## config.mk

```make
export PLATFORM = sky130hd
export DESIGN_NAME = i2c_slave_regs_flat
export DESIGN_NICKNAME = d
export VERILOG_FILES = /design/src/rtl/i2c_slave_regs_if.sv /design/src/rtl/i2c_slave_regs.sv /design/src/flat_wrapper.sv
export SDC_FILE = /design/constraint.sdc
export NUM_CORES = 1
export LEC_CHECK = 0
export BUFFER_PORTS_ARGS = -buffer_cell sky130_fd_sc_hd__buf_2
export CORE_MARGIN = 1
export CORE_UTILIZATION = 50
export DETAILED_ROUTE_END_ITERATION = 10
export PLACE_DENSITY = 0.66
export SLEW_MARGIN = 20
export SYNTH_ARGS = -nofsm -noshare
export SYNTH_HDL_FRONTEND = slang
export SYNTH_SLANG_ARGS = --single-unit
```

## constraint.sdc

```tcl
create_clock -name clk -period 5.1 [get_ports clk]
set_input_delay 1.02 -clock clk [delete_from_list [all_inputs] [get_ports clk]]
set_output_delay 1.02 -clock clk [all_outputs]
set_load 0.01 [all_outputs]
```

## src/rtl/i2c_slave_regs_if.sv

```systemverilog
// rtl/i2c_slave_regs_if.sv - I2C pin bundle between a bus master and the register responder
interface i2c_slave_regs_if;
  logic scl_i;
  logic sda_i;
  logic sda_o;
  logic sda_t;

  modport master (output scl_i, output sda_i, input sda_o, input sda_t);
  modport slave  (input scl_i, input sda_i, output sda_o, output sda_t);
endinterface

```

## src/rtl/i2c_slave_regs.sv

```systemverilog
// rtl/i2c_slave_regs.sv - I2C responder with a 32x8 register file, 13-bit LSB-first address frame
module i2c_slave_regs #(
  parameter logic [6:0] SLAVE_ADDR  = 7'h50,
  parameter int         SYNC_STAGES = 2
) (
  input  logic                   clk,
  input  logic                   rst,
  i2c_slave_regs_if.slave        bus,
  input  logic                   loc_we,
  input  logic [4:0]             loc_addr,
  input  logic [7:0]             loc_wdata,
  output logic [7:0]             loc_rdata,
  output logic                   wr_strobe,
  output logic [4:0]             wr_addr,
  output logic [7:0]             wr_data,
  output logic                   busy
);

  typedef enum logic [3:0] {
    IDLE, ADDR, ACK1, DELAY, RD_DATA, RD_ACK, WR_DATA, WR_ACK, WAIT_STOP
  } state_t;

  logic [SYNC_STAGES-1:0] scl_sync, sda_sync;
  logic                   scl_d, sda_d, scl_s, sda_s;
  logic                   scl_rise, scl_fall, start_det, stop_det;

  logic [7:0]  regfile [32];
  state_t      state, state_nxt;
  logic [3:0]  cnt, cnt_nxt;
  logic [12:0] sreg, sreg_nxt;
  logic [4:0]  mem_addr, mem_addr_nxt;
  logic [7:0]  rx, rx_nxt, tx, tx_nxt, rx_in;
  logic        sda_t_q, sda_t_nxt, busy_nxt, wr_strobe_nxt, bus_we, addr_match;
  logic [4:0]  wr_addr_nxt;
  logic [7:0]  wr_data_nxt;

  // Bring SCL/SDA into the clk domain, then keep one extra flop for edge detection
  always_ff @(posedge clk or negedge rst) begin
    if (!rst) begin
      scl_sync <= '1;
      sda_sync <= '1;
      scl_d    <= 1'b1;
      sda_d    <= 1'b1;
    end else begin
      scl_sync <= {scl_sync[SYNC_STAGES-2:0], bus.scl_i};
      sda_sync <= {sda_sync[SYNC_STAGES-2:0], bus.sda_i};
      scl_d    <= scl_sync[SYNC_STAGES-1];
      sda_d    <= sda_sync[SYNC_STAGES-1];
    end
  end

  assign scl_s      = scl_sync[SYNC_STAGES-1];
  assign sda_s      = sda_sync[SYNC_STAGES-1];
  assign scl_rise   = scl_s & ~scl_d;
  assign scl_fall   = ~scl_s & scl_d;
  assign start_det  = scl_s & scl_d & sda_d & ~sda_s;
  assign stop_det   = scl_s & scl_d & ~sda_d & sda_s;
  assign rx_in      = {sda_s, rx[7:1]};
  assign addr_match = (sreg[12:6] == SLAVE_ADDR);
  assign bus.sda_o  = 1'b0;
  assign bus.sda_t  = sda_t_q;

  // Protocol next-state: STOP and START override everything, then per-state bit handling
  always_comb begin
    state_nxt     = state;
    cnt_nxt       = cnt;
    sreg_nxt      = sreg;
    mem_addr_nxt  = mem_addr;
    rx_nxt        = rx;
    tx_nxt        = tx;
    sda_t_nxt     = sda_t_q;
    busy_nxt      = busy;
    wr_strobe_nxt = 1'b0;
    wr_addr_nxt   = wr_addr;
    wr_data_nxt   = wr_data;
    bus_we        = 1'b0;
    if (stop_det) begin
      state_nxt = IDLE;
      cnt_nxt   = 4'd0;
      sda_t_nxt = 1'b1;
      busy_nxt  = 1'b0;
    end else if (start_det) begin
      state_nxt = ADDR;
      cnt_nxt   = 4'd0;
      sda_t_nxt = 1'b1;
      busy_nxt  = 1'b0;
    end else begin
      case (state)
        IDLE: begin
          sda_t_nxt = 1'b1;
          busy_nxt  = 1'b0;
        end
        ADDR: if (scl_rise) begin
          // rw arrives first and ends up in bit 0, the device address in the top 7 bits
          sreg_nxt = {sda_s, sreg[12:1]};
          if (cnt == 4'd12) begin
            cnt_nxt   = 4'd0;
            state_nxt = ACK1;
          end else begin
            cnt_nxt = cnt + 4'd1;
          end
        end
        ACK1: begin
          if (!addr_match) begin
            state_nxt = WAIT_STOP;
          end else begin
            busy_nxt     = 1'b1;
            mem_addr_nxt = sreg[5:1];
            if (scl_fall) begin
              if (cnt == 4'd0) begin
                sda_t_nxt = 1'b0;
                cnt_nxt   = 4'd1;
              end else begin
                sda_t_nxt = 1'b1;
                cnt_nxt   = 4'd0;
                if (sreg[0]) begin
                  state_nxt = WR_DATA;
                end else begin
                  // Snapshot so local writes during the read cannot corrupt the byte in flight
                  state_nxt = DELAY;
                  tx_nxt    = regfile[mem_addr];
                end
              end
            end
          end
        end
        DELAY: if (scl_fall) begin
          if (cnt == 4'd1) begin
            sda_t_nxt = tx[0];
            tx_nxt    = {1'b0, tx[7:1]};
            cnt_nxt   = 4'd0;
            state_nxt = RD_DATA;
          end else begin
            cnt_nxt = cnt + 4'd1;
          end
        end
        RD_DATA: if (scl_fall) begin
          if (cnt == 4'd7) begin
            sda_t_nxt = 1'b1;
            cnt_nxt   = 4'd0;
            state_nxt = RD_ACK;
          end else begin
            sda_t_nxt = tx[0];
            tx_nxt    = {1'b0, tx[7:1]};
            cnt_nxt   = cnt + 4'd1;
          end
        end
        RD_ACK: begin
          sda_t_nxt = 1'b1;
          if (scl_fall) state_nxt = WAIT_STOP;
        end
        WR_DATA: if (scl_rise) begin
          rx_nxt = rx_in;
          if (cnt == 4'd7) begin
            bus_we        = 1'b1;
            wr_strobe_nxt = 1'b1;
            wr_addr_nxt   = mem_addr;
            wr_data_nxt   = rx_in;
            cnt_nxt       = 4'd0;
            state_nxt     = WR_ACK;
          end else begin
            cnt_nxt = cnt + 4'd1;
          end
        end
        WR_ACK: if (scl_fall) begin
          if (cnt == 4'd0) begin
            sda_t_nxt = 1'b0;
            cnt_nxt   = 4'd1;
          end else begin
            sda_t_nxt = 1'b1;
            cnt_nxt   = 4'd0;
            state_nxt = WAIT_STOP;
          end
        end
        WAIT_STOP: sda_t_nxt = 1'b1;
        default: begin
          state_nxt = IDLE;
          sda_t_nxt = 1'b1;
        end
      endcase
    end
  end

  // Protocol state register; async reset releases SDA immediately
  always_ff @(posedge clk or negedge rst) begin
    if (!rst) begin
      state     <= IDLE;
      cnt       <= 4'd0;
      sreg      <= 13'd0;
      mem_addr  <= 5'd0;
      rx        <= 8'd0;
      tx        <= 8'd0;
      sda_t_q   <= 1'b1;
      busy      <= 1'b0;
      wr_strobe <= 1'b0;
      wr_addr   <= 5'd0;
      wr_data   <= 8'd0;
    end else begin
      state     <= state_nxt;
      cnt       <= cnt_nxt;
      sreg      <= sreg_nxt;
      mem_addr  <= mem_addr_nxt;
      rx        <= rx_nxt;
      tx        <= tx_nxt;
      sda_t_q   <= sda_t_nxt;
      busy      <= busy_nxt;
      wr_strobe <= wr_strobe_nxt;
      wr_addr   <= wr_addr_nxt;
      wr_data   <= wr_data_nxt;
    end
  end

  // Register file; the bus write is applied last so it wins a same-index collision
  always_ff @(posedge clk or negedge rst) begin
    if (!rst) begin
      for (int i = 0; i < 32; i++) regfile[i] <= 8'h00;
    end else begin
      if (loc_we) regfile[loc_addr] <= loc_wdata;
      if (bus_we) regfile[mem_addr] <= rx_in;
    end
  end

  // Registered local read port
  always_ff @(posedge clk or negedge rst) begin
    if (!rst) loc_rdata <= 8'h00;
    else      loc_rdata <= regfile[loc_addr];
  end

endmodule

```

## src/flat_wrapper.sv

```systemverilog
// flat-port wrapper written by rule: the top's interface ports become plain ports
module i2c_slave_regs_flat 
#(
  parameter logic [6:0] SLAVE_ADDR  = 7'h50,
  parameter int         SYNC_STAGES = 2
)
  (clk, rst, loc_we, loc_addr, loc_wdata, loc_rdata, wr_strobe, wr_addr, wr_data, busy, bus_scl_i, bus_sda_i, bus_sda_o, bus_sda_t);
  i2c_slave_regs_if bus_i ();
  input  logic clk;
  input  logic rst;
  input  logic loc_we;
  input  logic [4:0] loc_addr;
  input  logic [7:0] loc_wdata;
  output logic [7:0] loc_rdata;
  output logic wr_strobe;
  output logic [4:0] wr_addr;
  output logic [7:0] wr_data;
  output logic busy;
  input wire logic [$bits(bus_i.scl_i)-1:0] bus_scl_i;
  input wire logic [$bits(bus_i.sda_i)-1:0] bus_sda_i;
  output wire logic [$bits(bus_i.sda_o)-1:0] bus_sda_o;
  output wire logic [$bits(bus_i.sda_t)-1:0] bus_sda_t;
  assign bus_i.scl_i = bus_scl_i;
  assign bus_i.sda_i = bus_sda_i;
  assign bus_sda_o = bus_i.sda_o;
  assign bus_sda_t = bus_i.sda_t;
  i2c_slave_regs #(.SLAVE_ADDR(SLAVE_ADDR), .SYNC_STAGES(SYNC_STAGES)) u_core (.clk(clk), .rst(rst), .bus(bus_i), .loc_we(loc_we), .loc_addr(loc_addr), .loc_wdata(loc_wdata), .loc_rdata(loc_rdata), .wr_strobe(wr_strobe), .wr_addr(wr_addr), .wr_data(wr_data), .busy(busy));
endmodule
```

* Yosys cells after proc, flatten, opt, wreduce, memory -nomap -nowiden
Cells that the tools add are included.
** Cells by class
- Add/sub/neg operators :: 1
- Magnitude comparators :: 4
- Equality and inequality tests :: 36
- Muxes and demuxes :: 73
- Bitwise logic cells :: 15
- Reductions and logical operators :: 18
** Operators with widths (number)
- 256-bit bitwise mux :: 2
- 256-bit two-way mux :: 2
- 8-bit two-way mux :: 14
- 4-bit two-way mux :: 27
- 8-bit binary-select mux with 5-bit select :: 2
- 8-bit demux with 5-bit select :: 2
- 4-bit by 1-bit inequality test with 1-bit output, second input constant :: 11
- 4-bit one-hot mux with 8 select lines :: 1
- 4-bit one-hot mux with 6 select lines :: 1
- 8-bit one-hot mux with 3 select lines :: 1
- 4-bit by 3-bit equality test with 1-bit output, second input constant :: 5
- 1-bit two-way mux :: 18
- 14-bit AND reduction :: 1
- 6-bit greater-or-equal comparator, second input constant :: 2
- 6-bit by 1-bit < comparator with 1-bit output, second input constant :: 2
- 5-bit NOT with 6-bit output :: 2
- 4-bit AND reduction :: 3
- 11-bit AND reduction :: 1
- 2-bit by 1-bit inequality test with 1-bit output, second input constant :: 5
- 5-bit AND reduction :: 2
- 4-bit by 1-bit equality test with 1-bit output, second input constant :: 2
- 4-bit by 2-bit equality test with 1-bit output, second input constant :: 2
- 4-bit equality test, second input constant :: 2
- 4-bit logical NOT :: 2
- 19 further kinds :: 35
** Word-level totals
- Flip-flop bits (word level) :: 328
- Input port bits :: 18
- Output and inout port bits :: 25

* Depth between registers and ports, before layout
- Depth in word-level cells :: 9
- Gate-level depth with buffers :: 9
- Mapped depth without buffers :: 7

* Worst setup path after synthesis
No wires, ideal clock.
- Path type :: in2reg
- From :: input port loc_addr[0]
- To :: register u_core.loc_rdata[2]
- Data arrival time :: 2540 ps
- Required time :: 4965 ps
- Slack :: 2425 ps
- Stages :: 5
- Buffers on the path :: 2
- Cell sequence :: clkbuf_1 > buf_1 > mux4_2 > a22oi_1 > nand4_1
** On the way
- Word-level cells in the longest chain between the ends :: 4
** Ends and longest elaborated chain
- start, declared :: RTL line flat_wrapper.sv:12 : input logic [4:0] loc_addr;
- 5-bit NOT with 6-bit output (not written as such) :: RTL line i2c_slave_regs.sv:226 : else loc_rdata <= regfile[loc_addr];
- 8-bit binary-select mux with 5-bit select :: RTL line i2c_slave_regs.sv:226
- 8-bit two-way mux (not written as such) (2 in a row) :: RTL line i2c_slave_regs.sv:226
- end signal, assigned :: RTL line i2c_slave_regs.sv:226
- end, declared :: RTL line i2c_slave_regs.sv:12 : output logic [7:0] loc_rdata,
No other way between the ends. The select of a mux whose other input is x is not followed.
A chain may end at the register's enable or synchronous reset.

* Worst setup path after layout
- From :: register u_core.mem_addr[1]
- To :: register u_core.tx[6]
** On the way
- Word-level cells in the longest chain between the ends :: 9
** Ends and longest elaborated chain
- start, declared :: RTL line i2c_slave_regs.sv:31 : logic [4:0] mem_addr, mem_addr_nxt;
- start signal, assigned :: RTL line i2c_slave_regs.sv:202 : mem_addr <= mem_addr_nxt;
- 5-bit NOT with 6-bit output (not written as such) :: RTL line i2c_slave_regs.sv:121 : tx_nxt = regfile[mem_addr];
- 8-bit binary-select mux with 5-bit select :: RTL line i2c_slave_regs.sv:121
- 8-bit two-way mux (not written as such) (2 in a row) :: RTL line i2c_slave_regs.sv:121
- 8-bit two-way mux :: RTL line i2c_slave_regs.sv:116 : if (sreg[0]) begin
- 8-bit two-way mux :: RTL line i2c_slave_regs.sv:110 : if (cnt == 4'd0) begin
- 8-bit two-way mux :: RTL line i2c_slave_regs.sv:109 : if (scl_fall) begin
- 8-bit two-way mux :: RTL line i2c_slave_regs.sv:104 : if (!addr_match) begin
- 8-bit one-hot mux with 3 select lines :: RTL line i2c_slave_regs.sv:88 : case (state)
- end signal, assigned :: RTL line i2c_slave_regs.sv:204 : tx <= tx_nxt;
- end, declared :: RTL line i2c_slave_regs.sv:32 : logic [7:0] rx, rx_nxt, tx, tx_nxt, rx_in;
No other way between the ends. The select of a mux whose other input is x is not followed.

==> results.sh <==
export IMPL_status="complete, no violations"
export IMPL_antenna_left=0
export IMPL_cts_root_buffer="clkbuf_16"
export IMPL_finalSetupViolCount=0
export IMPL_numCtsBuffers=39
export IMPL_worst_path_max_fanout=51
export IMPL_post_place_ws_ps=1300
export IMPL_grt_met2_usage_pct=47.7
export IMPL_fp_coreArea_um2=37900
export IMPL_r2r_slack_ps=1390
export IMPL_fillerInstances=3271
export IMPL_io_buffers=41
export IMPL_cpPeakStageDelay_ps=890
export IMPL_grt_max_degree=116
export IMPL_peakVddDrop_mv=0.266
export IMPL_grt_pass1_wl_mm=94.6
export IMPL_postCtsHoldBufs=0
export IMPL_vias=15300
export IMPL_hold_viol=0
export IMPL_slowest_stage="nor4_1"
export IMPL_fp_row_count=71
export IMPL_hold_depth=0
export IMPL_grt_util_met1_pct=45.2
export IMPL_drive_gt1_share_pct=18.3
export IMPL_clock_latency_ps=540
export IMPL_synthArstFlopShare_pct=100
export IMPL_worstSetupEndpointType="register"
export IMPL_area_delta_synth_final_pct=8.72
export IMPL_clockBufferDepth=3
export IMPL_cts_tree="done"
export IMPL_relSlewSlack_pct=17.4
export IMPL_synth_area_um2=19400
export IMPL_die_area_um2=39600
export IMPL_cp_start_kind="register"
export IMPL_grt_util_met3_pct=7.68
export IMPL_wl_mm=62.0
export IMPL_grt_busiest_layer="met2"
export IMPL_die_y_um=199
export IMPL_finalCritPeriodShare_pct=72.8
export IMPL_critical_path_class="register to register"
export IMPL_layout_setup_ws_ps=1390
export IMPL_yosys_most_used_dff="dfrtp_1"
export IMPL_post_cts_buffers=0
export IMPL_final_max_slew_violation_count=0
export IMPL_synth_cell_types=82
export IMPL_clkTransAtPathRegs_ps=60
export IMPL_cap_violations=0
export IMPL_skew_ps=16.4
export IMPL_min_path_type="register to register"
export IMPL_path_depth=6
export IMPL_syn_inst=1830
export IMPL_drt_iter0_drc=1784
export IMPL_drc=0
export IMPL_rsz0062_at_grt="false"
export IMPL_hpwl_mm=39.6
export IMPL_avgSynthCellArea_um2=10.6
export IMPL_yosysWarnings=0
export IMPL_cts_repair_resized=0
export IMPL_wl_per_cell_um=26.7
export IMPL_grt_pass1_vias=14700
export IMPL_start_util_pct=51.2
export IMPL_io_pins=43
export IMPL_cp_data_required_time_ps=5460
export IMPL_grtUsageTotal_pct=32.2
export IMPL_antenna_found_initial=1
export IMPL_crit_family="simple AND/OR/NAND/NOR gates"
export IMPL_dieWidth_um=199
export IMPL_reg2regPathDepth=6
export IMPL_clock_fmax_mhz=269
export IMPL_cts_sinks=327
export IMPL_power_leakage_nw=8.67
export IMPL_syn_nets=1851
export IMPL_min_period_ps=3710
export IMPL_fin_tns_setup_ps=0
export IMPL_worst_path_buf_inv=1
export IMPL_synth_seq_cells=327
export IMPL_tightest_slew_ps=1240
export IMPL_cp_arrival_ps=4080
export IMPL_synth_edff_count=0
export IMPL_cts_htree_levels=2
export IMPL_dr_pass1_iters=8
export IMPL_power_density_nw_per_um2=354
export IMPL_path_cells="buf_4, mux4_2, nor2_1, nor3_1, nor4_1, a211oi_1"
export IMPL_routed_via_density=6.59
export IMPL_seq_area_frac_synth_pct=42.2
export IMPL_grt_overflow=0
export IMPL_layout_nets=1805
export IMPL_place_gp_congestion=0.975
## layout make-up
class / instances / area, µm² / share of cell area, %
clock buffers: 59 / 1140 / 5.41
well taps: 511 / 639 / 3.03
inverters: 7 / 26.3 / 0.124
multi-input cells: 1335 / 10500 / 49.7
diodes: 1 / 2.50 / 0.0119
flip-flops and latches: 327 / 8200 / 38.8
clock inverters: 9 / 98.8 / 0.468
repair buffers: 74 / 503 / 2.38
## registers in the layout (all words and copies together) (netlist names), 2 cells and up
signal            flops
u_core.rx             7
u_core.wr_addr        5
u_core.sreg          13
u_core.sda_sync       2
u_core.state          4
u_core.scl_sync       2
u_core.loc_rdata      8
u_core.tx             8
u_core.regfile      256
u_core.cnt            4
u_core.wr_data        8
u_core.mem_addr       5
## routing by layer
metal / wire length (µm) / vias up / part of all wire, %
met1: 25200 / 7623 / 41
li1: - / 6618 / -
met2: 27400 / 906 / 44
met4: 2590 / 2 / 4.2
met3: 6720 / 158 / 11
met5: 11 / - / 0.018
## synth_stat cells, types with 5 or more instances
library cell,count,share of area [%]
buf_2,49,1.3
a22o_1,7,0.32
or3b_2,6,0.27
or3_1,6,0.19
nor3_1,6,0.15
dfstp_2,7,0.95
and4b_1,5,0.26
nand3_1,40,1.0
nor2_2,6,0.19
a22oi_1,44,1.7
buf_1,20,0.39
nor2b_1,12,0.39
mux4_2,106,12
nand4_1,11,0.35
a21oi_1,263,6.8
mux2i_1,286,15
buf_4,6,0.23
nand3b_1,5,0.19
dfrtp_1,320,41
mux2_2,45,2.6
o22ai_1,10,0.32
clkbuf_1,83,1.6
nor2_1,305,5.9
inv_1,6,0.12
nand2_1,59,1.1
o21ai_0,9,0.23
## logic make-up (layout without fill, tap and decap cells)
group,Yosys count,after routing,share of synthesized area [%]
AO/OA/AOI/OAI,380,380,11.5
XOR/XNOR,2,2,0.0902
adder cells (fa/ha/maj),3,3,0.193
buffers and inverters,168,149,3.73
flip-flops,327,327,42.2
multiplexers,441,441,30.0
other,1,2,0.0193
AND/OR/NAND/NOR,508,508,12.3
## cells in the final DEF, fill, tap and decap left out, types with 9 or more instances in the layout
cell,synthesis,routed
clkbuf_16,0,39
nor2_1,305,305
buf_2,49,39
nand4_1,11,11
clkbuf_1,83,11
mux2_2,45,45
a21oi_1,263,263
buf_4,6,31
nor2b_1,12,12
clkbuf_8,0,9
o21ai_0,9,9
nand2_1,59,59
a22oi_1,44,44
dfrtp_1,320,318
mux4_2,106,106
nand3_1,40,40
mux2i_1,286,286
o22ai_1,10,10
## final timing paths
kind,from,end
min,u_core.sda_sync[0],u_core.sda_sync[1]
max reg2reg,u_core.mem_addr[1],u_core.tx[6]
max,u_core.mem_addr[1],u_core.tx[6]
min in group asynchronous,rst,u_core.wr_strobe
min reg2reg,u_core.sda_sync[0],u_core.sda_sync[1]
max in group asynchronous,rst,u_core.regfile[61]
## power breakdown
group | internal (mW) | switching [mW] | total, mW
logic | 0.662 | 0.631 | 1.29
registers | 3.02 | 0.401 | 3.42
clock network | 1.64 | 1.11 | 2.75
## metrics by stage
stage          instance area [µm²]  power (mW)  hold WS (ps)  utilization [%]  instances
2_1_floorplan                19400        4.20           345                -       1830
3_3_place_gp                 19900        4.65           348             52.4       2254
3_5_place_dp                 19900        4.71           347             52.4       2254
4_1_cts                      21100        7.46           357             55.6       2322
5_1_grt                      21100        7.73           360             55.6       2322
6_report                     21100        7.46           356             55.7       2323
No activity file was read; power rests on OpenSTA's default activity.
